==> src/rtl/xdma_c2h_axis_arbiter.sv <==
// Packet-level round-robin arbiter merging two C2H AXI-Stream sources into one registered output.
// Optional per-port packet counters are built when XDMA_C2H_ARB_PKT_CNT_EN is defined.
module xdma_c2h_axis_arbiter #(
    parameter int DATA_WIDTH = 512,
    parameter int KEEP_WIDTH = 64,
    parameter int USER_WIDTH = 1
) (
    input  logic                  xdma_clk,
    input  logic                  xdma_reset,
    input  logic                  s0_axis_tvalid,
    output logic                  s0_axis_tready,
    input  logic                  s0_axis_tlast,
    input  logic [DATA_WIDTH-1:0] s0_axis_tdata,
    input  logic [KEEP_WIDTH-1:0] s0_axis_tkeep,
    input  logic [USER_WIDTH-1:0] s0_axis_tuser,
    input  logic                  s1_axis_tvalid,
    output logic                  s1_axis_tready,
    input  logic                  s1_axis_tlast,
    input  logic [DATA_WIDTH-1:0] s1_axis_tdata,
    input  logic [KEEP_WIDTH-1:0] s1_axis_tkeep,
    input  logic [USER_WIDTH-1:0] s1_axis_tuser,
    output logic                  m_axis_tvalid,
    input  logic                  m_axis_tready,
    output logic                  m_axis_tlast,
    output logic [DATA_WIDTH-1:0] m_axis_tdata,
    output logic [KEEP_WIDTH-1:0] m_axis_tkeep,
    output logic [USER_WIDTH-1:0] m_axis_tuser,
    output logic                  m_axis_tid,
    output logic [31:0]           pkt_cnt0,
    output logic [31:0]           pkt_cnt1
);

    localparam logic [1:0] IDLE  = 2'd0;
    localparam logic [1:0] LOCK0 = 2'd1;
    localparam logic [1:0] LOCK1 = 2'd2;

    logic [1:0]            state_q, state_d;
    logic                  last_served_q, last_served_d;
    logic                  m_tvalid_q, m_tvalid_d;
    logic                  m_tlast_q, m_tlast_d;
    logic [DATA_WIDTH-1:0] m_tdata_q, m_tdata_d;
    logic [KEEP_WIDTH-1:0] m_tkeep_q, m_tkeep_d;
    logic [USER_WIDTH-1:0] m_tuser_q, m_tuser_d;
    logic                  m_tid_q, m_tid_d;
    logic                  grant0, grant1, can_load, acc0, acc1;

    // In IDLE a lone requester wins; on contention the port that did not finish last wins.
    always_comb begin
        grant0 = 1'b0;
        grant1 = 1'b0;
        case (state_q)
            IDLE: begin
                grant0 = s0_axis_tvalid && (!s1_axis_tvalid || last_served_q);
                grant1 = s1_axis_tvalid && (!s0_axis_tvalid || !last_served_q);
            end
            LOCK0:   grant0 = 1'b1;
            LOCK1:   grant1 = 1'b1;
            default: ;
        endcase
    end

    assign can_load       = !m_tvalid_q || m_axis_tready;
    assign s0_axis_tready = grant0 && can_load && !xdma_reset;
    assign s1_axis_tready = grant1 && can_load && !xdma_reset;
    assign acc0           = s0_axis_tvalid && s0_axis_tready;
    assign acc1           = s1_axis_tvalid && s1_axis_tready;

    always_comb begin
        state_d       = state_q;
        last_served_d = last_served_q;
        m_tvalid_d    = m_tvalid_q;
        m_tlast_d     = m_tlast_q;
        m_tdata_d     = m_tdata_q;
        m_tkeep_d     = m_tkeep_q;
        m_tuser_d     = m_tuser_q;
        m_tid_d       = m_tid_q;
        if (acc0) begin
            m_tvalid_d = 1'b1;
            m_tlast_d  = s0_axis_tlast;
            m_tdata_d  = s0_axis_tdata;
            m_tkeep_d  = s0_axis_tkeep;
            m_tuser_d  = s0_axis_tuser;
            m_tid_d    = 1'b0;
            state_d    = s0_axis_tlast ? IDLE : LOCK0;
            if (s0_axis_tlast) last_served_d = 1'b0;
        end else if (acc1) begin
            m_tvalid_d = 1'b1;
            m_tlast_d  = s1_axis_tlast;
            m_tdata_d  = s1_axis_tdata;
            m_tkeep_d  = s1_axis_tkeep;
            m_tuser_d  = s1_axis_tuser;
            m_tid_d    = 1'b1;
            state_d    = s1_axis_tlast ? IDLE : LOCK1;
            if (s1_axis_tlast) last_served_d = 1'b1;
        end else if (m_axis_tready) begin
            m_tvalid_d = 1'b0;
        end
    end

    always_ff @(posedge xdma_clk) begin
        if (xdma_reset) begin
            state_q       <= IDLE;
            last_served_q <= 1'b1;
            m_tvalid_q    <= 1'b0;
            m_tlast_q     <= 1'b0;
            m_tdata_q     <= '0;
            m_tkeep_q     <= '0;
            m_tuser_q     <= '0;
            m_tid_q       <= 1'b0;
        end else begin
            state_q       <= state_d;
            last_served_q <= last_served_d;
            m_tvalid_q    <= m_tvalid_d;
            m_tlast_q     <= m_tlast_d;
            m_tdata_q     <= m_tdata_d;
            m_tkeep_q     <= m_tkeep_d;
            m_tuser_q     <= m_tuser_d;
            m_tid_q       <= m_tid_d;
        end
    end

    assign m_axis_tvalid = m_tvalid_q;
    assign m_axis_tlast  = m_tlast_q;
    assign m_axis_tdata  = m_tdata_q;
    assign m_axis_tkeep  = m_tkeep_q;
    assign m_axis_tuser  = m_tuser_q;
    assign m_axis_tid    = m_tid_q;

`ifdef XDMA_C2H_ARB_PKT_CNT_EN
    logic [31:0] pkt_cnt0_q, pkt_cnt0_d;
    logic [31:0] pkt_cnt1_q, pkt_cnt1_d;

    // Counters wrap naturally at 32 bits.
    always_comb begin
        pkt_cnt0_d = pkt_cnt0_q;
        pkt_cnt1_d = pkt_cnt1_q;
        if (acc0 && s0_axis_tlast) pkt_cnt0_d = pkt_cnt0_q + 32'd1;
        if (acc1 && s1_axis_tlast) pkt_cnt1_d = pkt_cnt1_q + 32'd1;
    end

    always_ff @(posedge xdma_clk) begin
        if (xdma_reset) begin
            pkt_cnt0_q <= '0;
            pkt_cnt1_q <= '0;
        end else begin
            pkt_cnt0_q <= pkt_cnt0_d;
            pkt_cnt1_q <= pkt_cnt1_d;
        end
    end

    assign pkt_cnt0 = pkt_cnt0_q;
    assign pkt_cnt1 = pkt_cnt1_q;
`else
    assign pkt_cnt0 = '0;
    assign pkt_cnt1 = '0;
`endif

endmodule

==> config.mk <==
export PLATFORM = sky130hd
export DESIGN_NAME = xdma_c2h_axis_arbiter
export DESIGN_NICKNAME = d
export VERILOG_FILES = /design/src/rtl/xdma_c2h_axis_arbiter.sv
export SDC_FILE = /design/constraint.sdc
export NUM_CORES = 1
export LEC_CHECK = 0
export ABC_AREA = 0
export BUFFER_PORTS_ARGS = -buffer_cell sky130_fd_sc_hd__buf_2
export CORE_AREA = 3 3 697 699
export CTS_BUF_LIST = sky130_fd_sc_hd__clkbuf_16
export CTS_CLUSTER_DIAMETER = 30
export DETAILED_ROUTE_END_ITERATION = 12
export DIE_AREA = 0 0 700 702
export PLACE_DENSITY = 0.3
export SLEW_MARGIN = 20
export SYNTH_ARGS = -nofsm -noshare
export SYNTH_HDL_FRONTEND = slang
export SYNTH_SLANG_ARGS = --single-unit
==> constraint.sdc <==
create_clock -name xdma_clk -period 1.9 [get_ports xdma_clk]
set_input_delay 0 -clock xdma_clk [delete_from_list [all_inputs] [get_ports xdma_clk]]
set_output_delay 0 -clock xdma_clk [all_outputs]
set_load 0.02 [all_outputs]
==> flow_metrics.py, run 1 <==
metrics = {
    "run_status": {
        "status": "complete, but fails checks",
        "violations": "negative setup slack",
    },
    "power": {
        "p_sw_uw": 22300,
        "combPwrFrac": 0.283,
        "total_leakage_power_uw": 0.0334,
        "swShare": 0.339,
        "p_seq_frac": 0.215,
        "worst_ir_drop_vdd_mv": 0.688,
        "p_clk_frac": 0.502,
        "p_per_area_nw_per_um2": 829,
        "p_int_uw": 43500,
    },
    "critical_path": {
        "path_cells": "or3b_4 > and4_4 > buf_12 > buf_16 > buf_16 > buf_12 > a21oi_4 > a21oi_2",
        "crit_required_ns": 2.62,
        "worstSetupPathType": "reg -> reg",
        "path_delay_family": "buffers and inverters",
        "crit_fanout": 8,
        "cpPeakStageDelay_ns": 0.40,
        "arrival_ns": 2.82,
        "timing.critical_path.buf_inv": 4,
        "worst_setup_path_end_kind": "register",
        "crit_path_start_kind": "register",
        "slowest_stage": "or3b_4",
        "r2r_slack_ns": -0.20,
    },
    "grt": {
        "antenna_found_initial": 419,
        "grtUsageTotal": 0.157,
        "grt_max_degree": 84,
        "overflow": 0,
        "use_met1": 0.178,
        "grt.met3_usage": 0.0647,
        "grt_pass1_vias": 45800,
        "use_met2": 0.259,
        "grt_pass1_wl_mm": 503,
        "busiest_layer": "met2",
    },
    "drt": {
        "dr.pass1.iters": 5,
        "drc": 0,
        "totalWireLength_mm": 413,
        "vias": 46300,
        "antenna_left": 0,
        "first_iter_violations": 3286,
        "via_per_inst": 3.28,
        "wl_per_cell_um": 29.2,
    },
    "finish": {
        "nets": 8530,
        "final_cell_mix": "dlygate4sd3_1 (1957), buf_2 (1740), a21oi_2 (605), dfxtp_1 (579), o21ai_0 (453)",
        "layout-drive-gt1-share": 0.452,
        "area_delta_synth_final_pct": 196,
        "final_common_cell": "dlygate4sd3_1",
    },
    "timing": {
        "period_share": 1.11,
        "slew_violations": 0,
        "worst_slew_pin_slew_ns": 0.573,
        "skew_ns": 0.0934,
        "rsz0062_at_grt": "yes",
        "setup_ws_ns": -0.201,
        "final_hold_viol_count": 0,
        "tns_ns": -38.05,
        "finalCriticalPeriod_ns": 2.10,
        "setup_viol": 450,
        "fin_hold_ws_ns": 0.0710,
        "relSlewSlack": 0.617,
        "timing.fmax_mhz": 476,
    },
    "clocking": {
        "cts.path.max_buffers": 4,
        "clock-sinks": 583,
        "cts_tree": "done",
        "clock_latency_ns": 0.90,
        "cts-root-buf": "clkbuf_16",
        "cts.reportedPaths.clkPinSlew_ns": 0.04,
        "cts_buffers": 227,
        "cts_htree_levels": 4,
    },
    "logic_synthesis": {
        "ys_seq_elements": 583,
        "synth_area_um2": 26800,
        "synth_cell_type_count": 31,
        "synth_edf_count": 0,
        "async_flop_share": 0,
        "ys_warn_count": 0,
        "seq_area_frac_synth": 0.435,
        "synthFlopType": "dfxtp_1",
        "postSynthCellCount": 3309,
        "syn_avg_cell_area_um2": 8.11,
    },
    "place": {
        "dp_hpwl_mm": 329,
        "gp_congestion": 1.16,
        "io_buffers": 1742,
    },
    "floorplanning": {
        "die_area_um2": 491000,
        "core_area_um2": 479000,
        "die_h_um": 702,
        "rows": 254,
        "fp.dieW_um": 700,
        "io-pin-count": 1807,
        "start_util": 0.0560,
    },
    "min_path": {
        "worstHoldPathType": "in -> reg",
    },
    "flow_run": {
        "drv_cap": 0,
    },
}
-- sequential cells by signal, indices dropped and copies added, names as in the netlist --
name           cells
m_axis_tuser       1
m_axis_tid         1
m_axis_tvalid      1
m_axis_tlast       1
last_served_q      1
m_axis_tdata     512
m_axis_tkeep      64
state_q            2
-- stage by stage --
stage / instance area (um^2) / utilization / setup slack, ns / power (uW) / std cells
after floorplan: 27100 / - / 0.254 / 19200 / 3372
after global placement: 44100 / 0.0920 / -0.229 / 25600 / 11400
after detailed placement: 44100 / 0.0920 / -0.223 / 25500 / 11400
after CTS: 74300 / 0.155 / -0.290 / 65200 / 13900
after global routing: 79100 / 0.165 / -0.265 / 68400 / 14000
final: 79400 / 0.166 / -0.201 / 65800 / 14100
-- area by class of cell --
class	count	area, um^2
fillers	54600	400000
repair buffers	4153	36300
multi-input cells	2401	16100
flip-flops and latches	583	11700
well taps	6400	8010
clock buffers	227	5680
clock inverters	184	1170
diodes	175	438
inverters	3	18.8
-- path summary, 6_finish.rpt --
kind	start	end	cells after the start
setup / recovery	state_q[0]	m_axis_tdata[495]	8
hold reg to reg	m_axis_tid	m_axis_tid	1
hold / removal	s1_axis_tdata[210]	m_axis_tdata[210]	4
setup reg to reg	state_q[0]	m_axis_tdata[495]	8
-- cells by family (layout without fill, tap and decap cells) --
| kind of cell | Yosys count | after routing | synth area share |
|---|---|---|---|
| other | 1 | 239 | 0.000140 |
| flip-flops | 583 | 583 | 0.435 |
| buffers and inverters | 388 | 4567 | 0.0840 |
| AND/OR/NAND/NOR | 594 | 594 | 0.0848 |
| AO/OA/AOI/OAI | 1743 | 1743 | 0.396 |
-- worst register-to-register path, cell delays in order (launching register included) --
cell     delay (ns)
dfxtp_2        0.32
or3b_4         0.40
and4_4         0.18
buf_12         0.15
buf_16         0.16
buf_16         0.30
buf_12         0.20
a21oi_4        0.15
a21oi_2        0.07
-- power groups by stage --
stage               combinational, uW  sequential, uW  clock (uW)
global placement                11200           14300           0
CTS                             17200           14100       33800
detailed placement              11200           14300           0
finish                          18700           14100       33000
floorplan                        3670           15500           0
global route                    19700           14300       34400
-- cells in the mapped netlist (all sizes together) (2+ instances only) --
cell / number / area, um^2
nor3: 4 / 20.0
dfxtp: 583 / 11700
a21oi: 1158 / 7670
inv: 3 / 11.3
nor2b: 2 / 20.0
o21ai: 578 / 2890
nor2: 2 / 7.51
o211a: 2 / 20.0
buf: 230 / 1660
nand2: 580 / 2180
clkbuf: 155 / 582
-- routing by layer --
| metal | vias up | part of all wire | routed length (um) |
|---|---|---|---|
| li1 | 20000 | - | - |
| met1 | 22500 | 0.38 | 158000 |
| met2 | 2644 | 0.46 | 191000 |
| met3 | 994 | 0.10 | 41300 |
| met4 | 190 | 0.052 | 21500 |
| met5 | - | 0.0031 | 1280 |
-- what timing repair did --
action                                   CTS  global route
endpoints found under the setup margin   535           587
gates resized for setup                  308           798
buffers inserted                          69            50
hold buffers                            1954             4
gates cloned                              63            54
pin swaps                                112           335
endpoints found under the hold margin    583             4
Note: power is estimated with default switching activity, not from simulation.
==> inputs of run 2 (changes only) <==
--- a/config.mk
+++ b/config.mk
@@ -7,11 +7,11 @@
 export LEC_CHECK = 0
 export ABC_AREA = 0
 export BUFFER_PORTS_ARGS = -buffer_cell sky130_fd_sc_hd__buf_2
-export CORE_AREA = 3 3 697 699
+export CORE_AREA = 3 3 695 697
 export CTS_BUF_LIST = sky130_fd_sc_hd__clkbuf_16
 export CTS_CLUSTER_DIAMETER = 30
 export DETAILED_ROUTE_END_ITERATION = 12
-export DIE_AREA = 0 0 700 702
+export DIE_AREA = 0 0 698 700
 export PLACE_DENSITY = 0.3
 export SLEW_MARGIN = 20
 export SYNTH_ARGS = -nofsm -noshare
==> flow_metrics.py, run 2 (same netlist as run 1, synthesis figures left out) <==
metrics = {
    "finish": {
        "final_common_cell": "dlygate4sd3_1",
        "final_cell_mix": "dlygate4sd3_1 (1955), buf_2 (1740), a21oi_2 (602), dfxtp_1 (580), a21oi_1 (362)",
        "area_delta_synth_final_pct": 204,
        "largest_register_ffs": 512,
        "final_area_um2": 81500,
        "layout-drive-gt1-share": 0.485,
        "nets": 8582,
        "nFillCells": 53900,
        "finish.utilization": 0.171,
    },
    "clocking": {
        "cts_buffers": 231,
        "cts_tree": "done",
        "cts.path.max_buffers": 4,
        "cts_htree_levels": 4,
        "clock_latency_ns": 0.89,
        "cts.reportedPaths.clkPinSlew_ns": 0.04,
        "cts-root-buf": "clkbuf_16",
        "clock-sinks": 583,
    },
    "min_path": {
        "worstHoldPathType": "in -> reg",
        "hp-start": "s1_axis_tdata[19]",
        "whs_path_depth": 4,
        "hold_path_end": "m_axis_tdata[19]",
    },
    "grt": {
        "overflow": 0,
        "antenna_found_initial": 431,
        "grt_pass1_vias": 45200,
        "grt_max_degree": 131,
        "grtUsageTotal": 0.154,
        "grt_pass1_wl_mm": 494,
    },
    "timing": {
        "rsz0062_at_grt": "yes",
        "finalCriticalPeriod_ns": 2.07,
        "fin_hold_ws_ns": 0.0625,
        "worst_slew_pin_slew_ns": 1.28,
        "slew_violations": 0,
        "setup_viol": 450,
        "skew_ns": 0.0387,
        "timing.fmax_mhz": 483,
        "setup_ws_ns": -0.168,
        "tns_ns": -23.59,
        "relSlewSlack": 0.149,
        "final_hold_viol_count": 0,
        "period_share": 1.09,
    },
    "place": {
        "dp_hpwl_mm": 336,
        "io_buffers": 1742,
        "gp_congestion": 1.03,
        "place_area_um2": 44700,
    },
    "floorplanning": {
        "core_area_um2": 478000,
        "die_area_um2": 489000,
        "rows": 254,
        "fp.dieW_um": 698,
        "die_h_um": 700,
        "start_util": 0.0562,
        "io-pin-count": 1807,
    },
    "power": {
        "total_power_uw": 66000,
        "total_leakage_power_uw": 0.0340,
        "p_per_area_nw_per_um2": 810,
        "worst_ir_drop_vdd_mv": 0.744,
    },
    "critical_path": {
        "reg2reg_from": "state_q[0]",
        "worstSetupPathType": "reg -> reg",
        "r2r-end": "m_axis_tdata[274]",
        "arrival_ns": 2.84,
        "crit_path_start_kind": "register",
        "crit_fanout": 9,
        "ff2ff_path_depth": 9,
        "worst_setup_path_end_kind": "register",
        "r2r_slack_ns": -0.17,
        "crit_required_ns": 2.67,
    },
    "drt": {
        "totalWireLength_mm": 416,
        "wl_met2_mm": 198,
        "dr_wl_met3_mm": 40.2,
        "highest_layer": "met5",
        "via_per_inst": 3.23,
        "drc": 0,
        "wl_per_cell_um": 29.3,
        "first_iter_violations": 3010,
        "vias": 45800,
        "dr.pass1.iters": 5,
        "wl_met1_mm": 156,
        "antenna_left": 0,
    },
    "run_status": {
        "status": "complete, but fails checks",
        "violations": "negative setup slack",
    },
    "flow_run": {
        "drv_cap": 0,
    },
}
run 2: cell types whose count changed in the layout (fill, tap and decap cells not counted), sizes merged, moves of 14 or more:
cell and change:
clkinv -22, diode +19, buf +35, inv +14, clkbuf +26
run 2: worst max-delay path, cell delays in order (launching register included):
cell and delay [ns]:
dfxtp_2 0.32, or3b_4 0.41, buf_6 0.13, nand4_4 0.11
buf_12 0.13, buf_12 0.17, buf_6 0.13, buf_6 0.17
nand2_1 0.19, a21oi_1 0.17
run 2: per-layer routing:
layer / vias to the layer above / GRT usage
met5: - / 0
met1: 22100 / 0.172
li1: 20100 / -
met2: 2443 / 0.259
met3: 949 / 0.0639
met4: 202 / 0.0603
run 2: worst max path at each step:
| stage | startpoint | end | slack, ns | cells after the start |
|---|---|---|---|---|
| finish | state_q[0] | m_axis_tdata[274] | -0.17 | 9 |
| global placement | state_q[0] | m_axis_tdata[310] | -0.20 | 8 |
| floorplan | last_served_q | m_axis_tkeep[11] | 0.25 | 7 |
| global route | state_q[0] | m_axis_tkeep[17] | -0.23 | 10 |
| CTS | m_axis_tvalid | s1_axis_tready | -0.23 | 6 |
| detailed placement | state_q[0] | m_axis_tdata[310] | -0.19 | 8 |
run 2: metrics by stage:
stage               setup WS [ns]  cells
floorplan                   0.254   3372
global placement           -0.198  11400
detailed placement         -0.193  11400
CTS                        -0.229  13800
global route               -0.226  14100
finish                     -0.168  14200
run 2: area by class of cell:
| class | count | area (um^2) | share of cell area |
|---|---|---|---|
| clock inverter | 170 | 931 | 0.0114 |
| timing repair buffer | 4201 | 37000 | 0.454 |
| tap | 6400 | 8010 | 0.0982 |
| sequential | 583 | 11700 | 0.143 |
| clock buffer | 232 | 5810 | 0.0712 |
| antenna | 194 | 485 | 0.00595 |
| multi-input combinational | 2401 | 17600 | 0.216 |
| inverter | 3 | 18.8 | 0.000230 |
run 2: where the power goes:
group / leakage [uW] / total [uW] / switching [uW] / internal [uW]
sequential: 0.00483 / 14200 / 722 / 13500
clock: 0.00355 / 32400 / 10800 / 21600
combinational: 0.0257 / 19400 / 11000 / 8470
run 2: timing repair:
| item | CTS | global route |
|---|---|---|
| setup buffers | 38 | 88 |
| gates cloned | 43 | 90 |
| gates resized for setup | 293 | 1346 |
| pin swaps | 68 | 501 |
| hold endpoints to repair | 583 | 5 |
| hold buffers | 1950 | 5 |
| setup endpoints to repair | 484 | 582 |
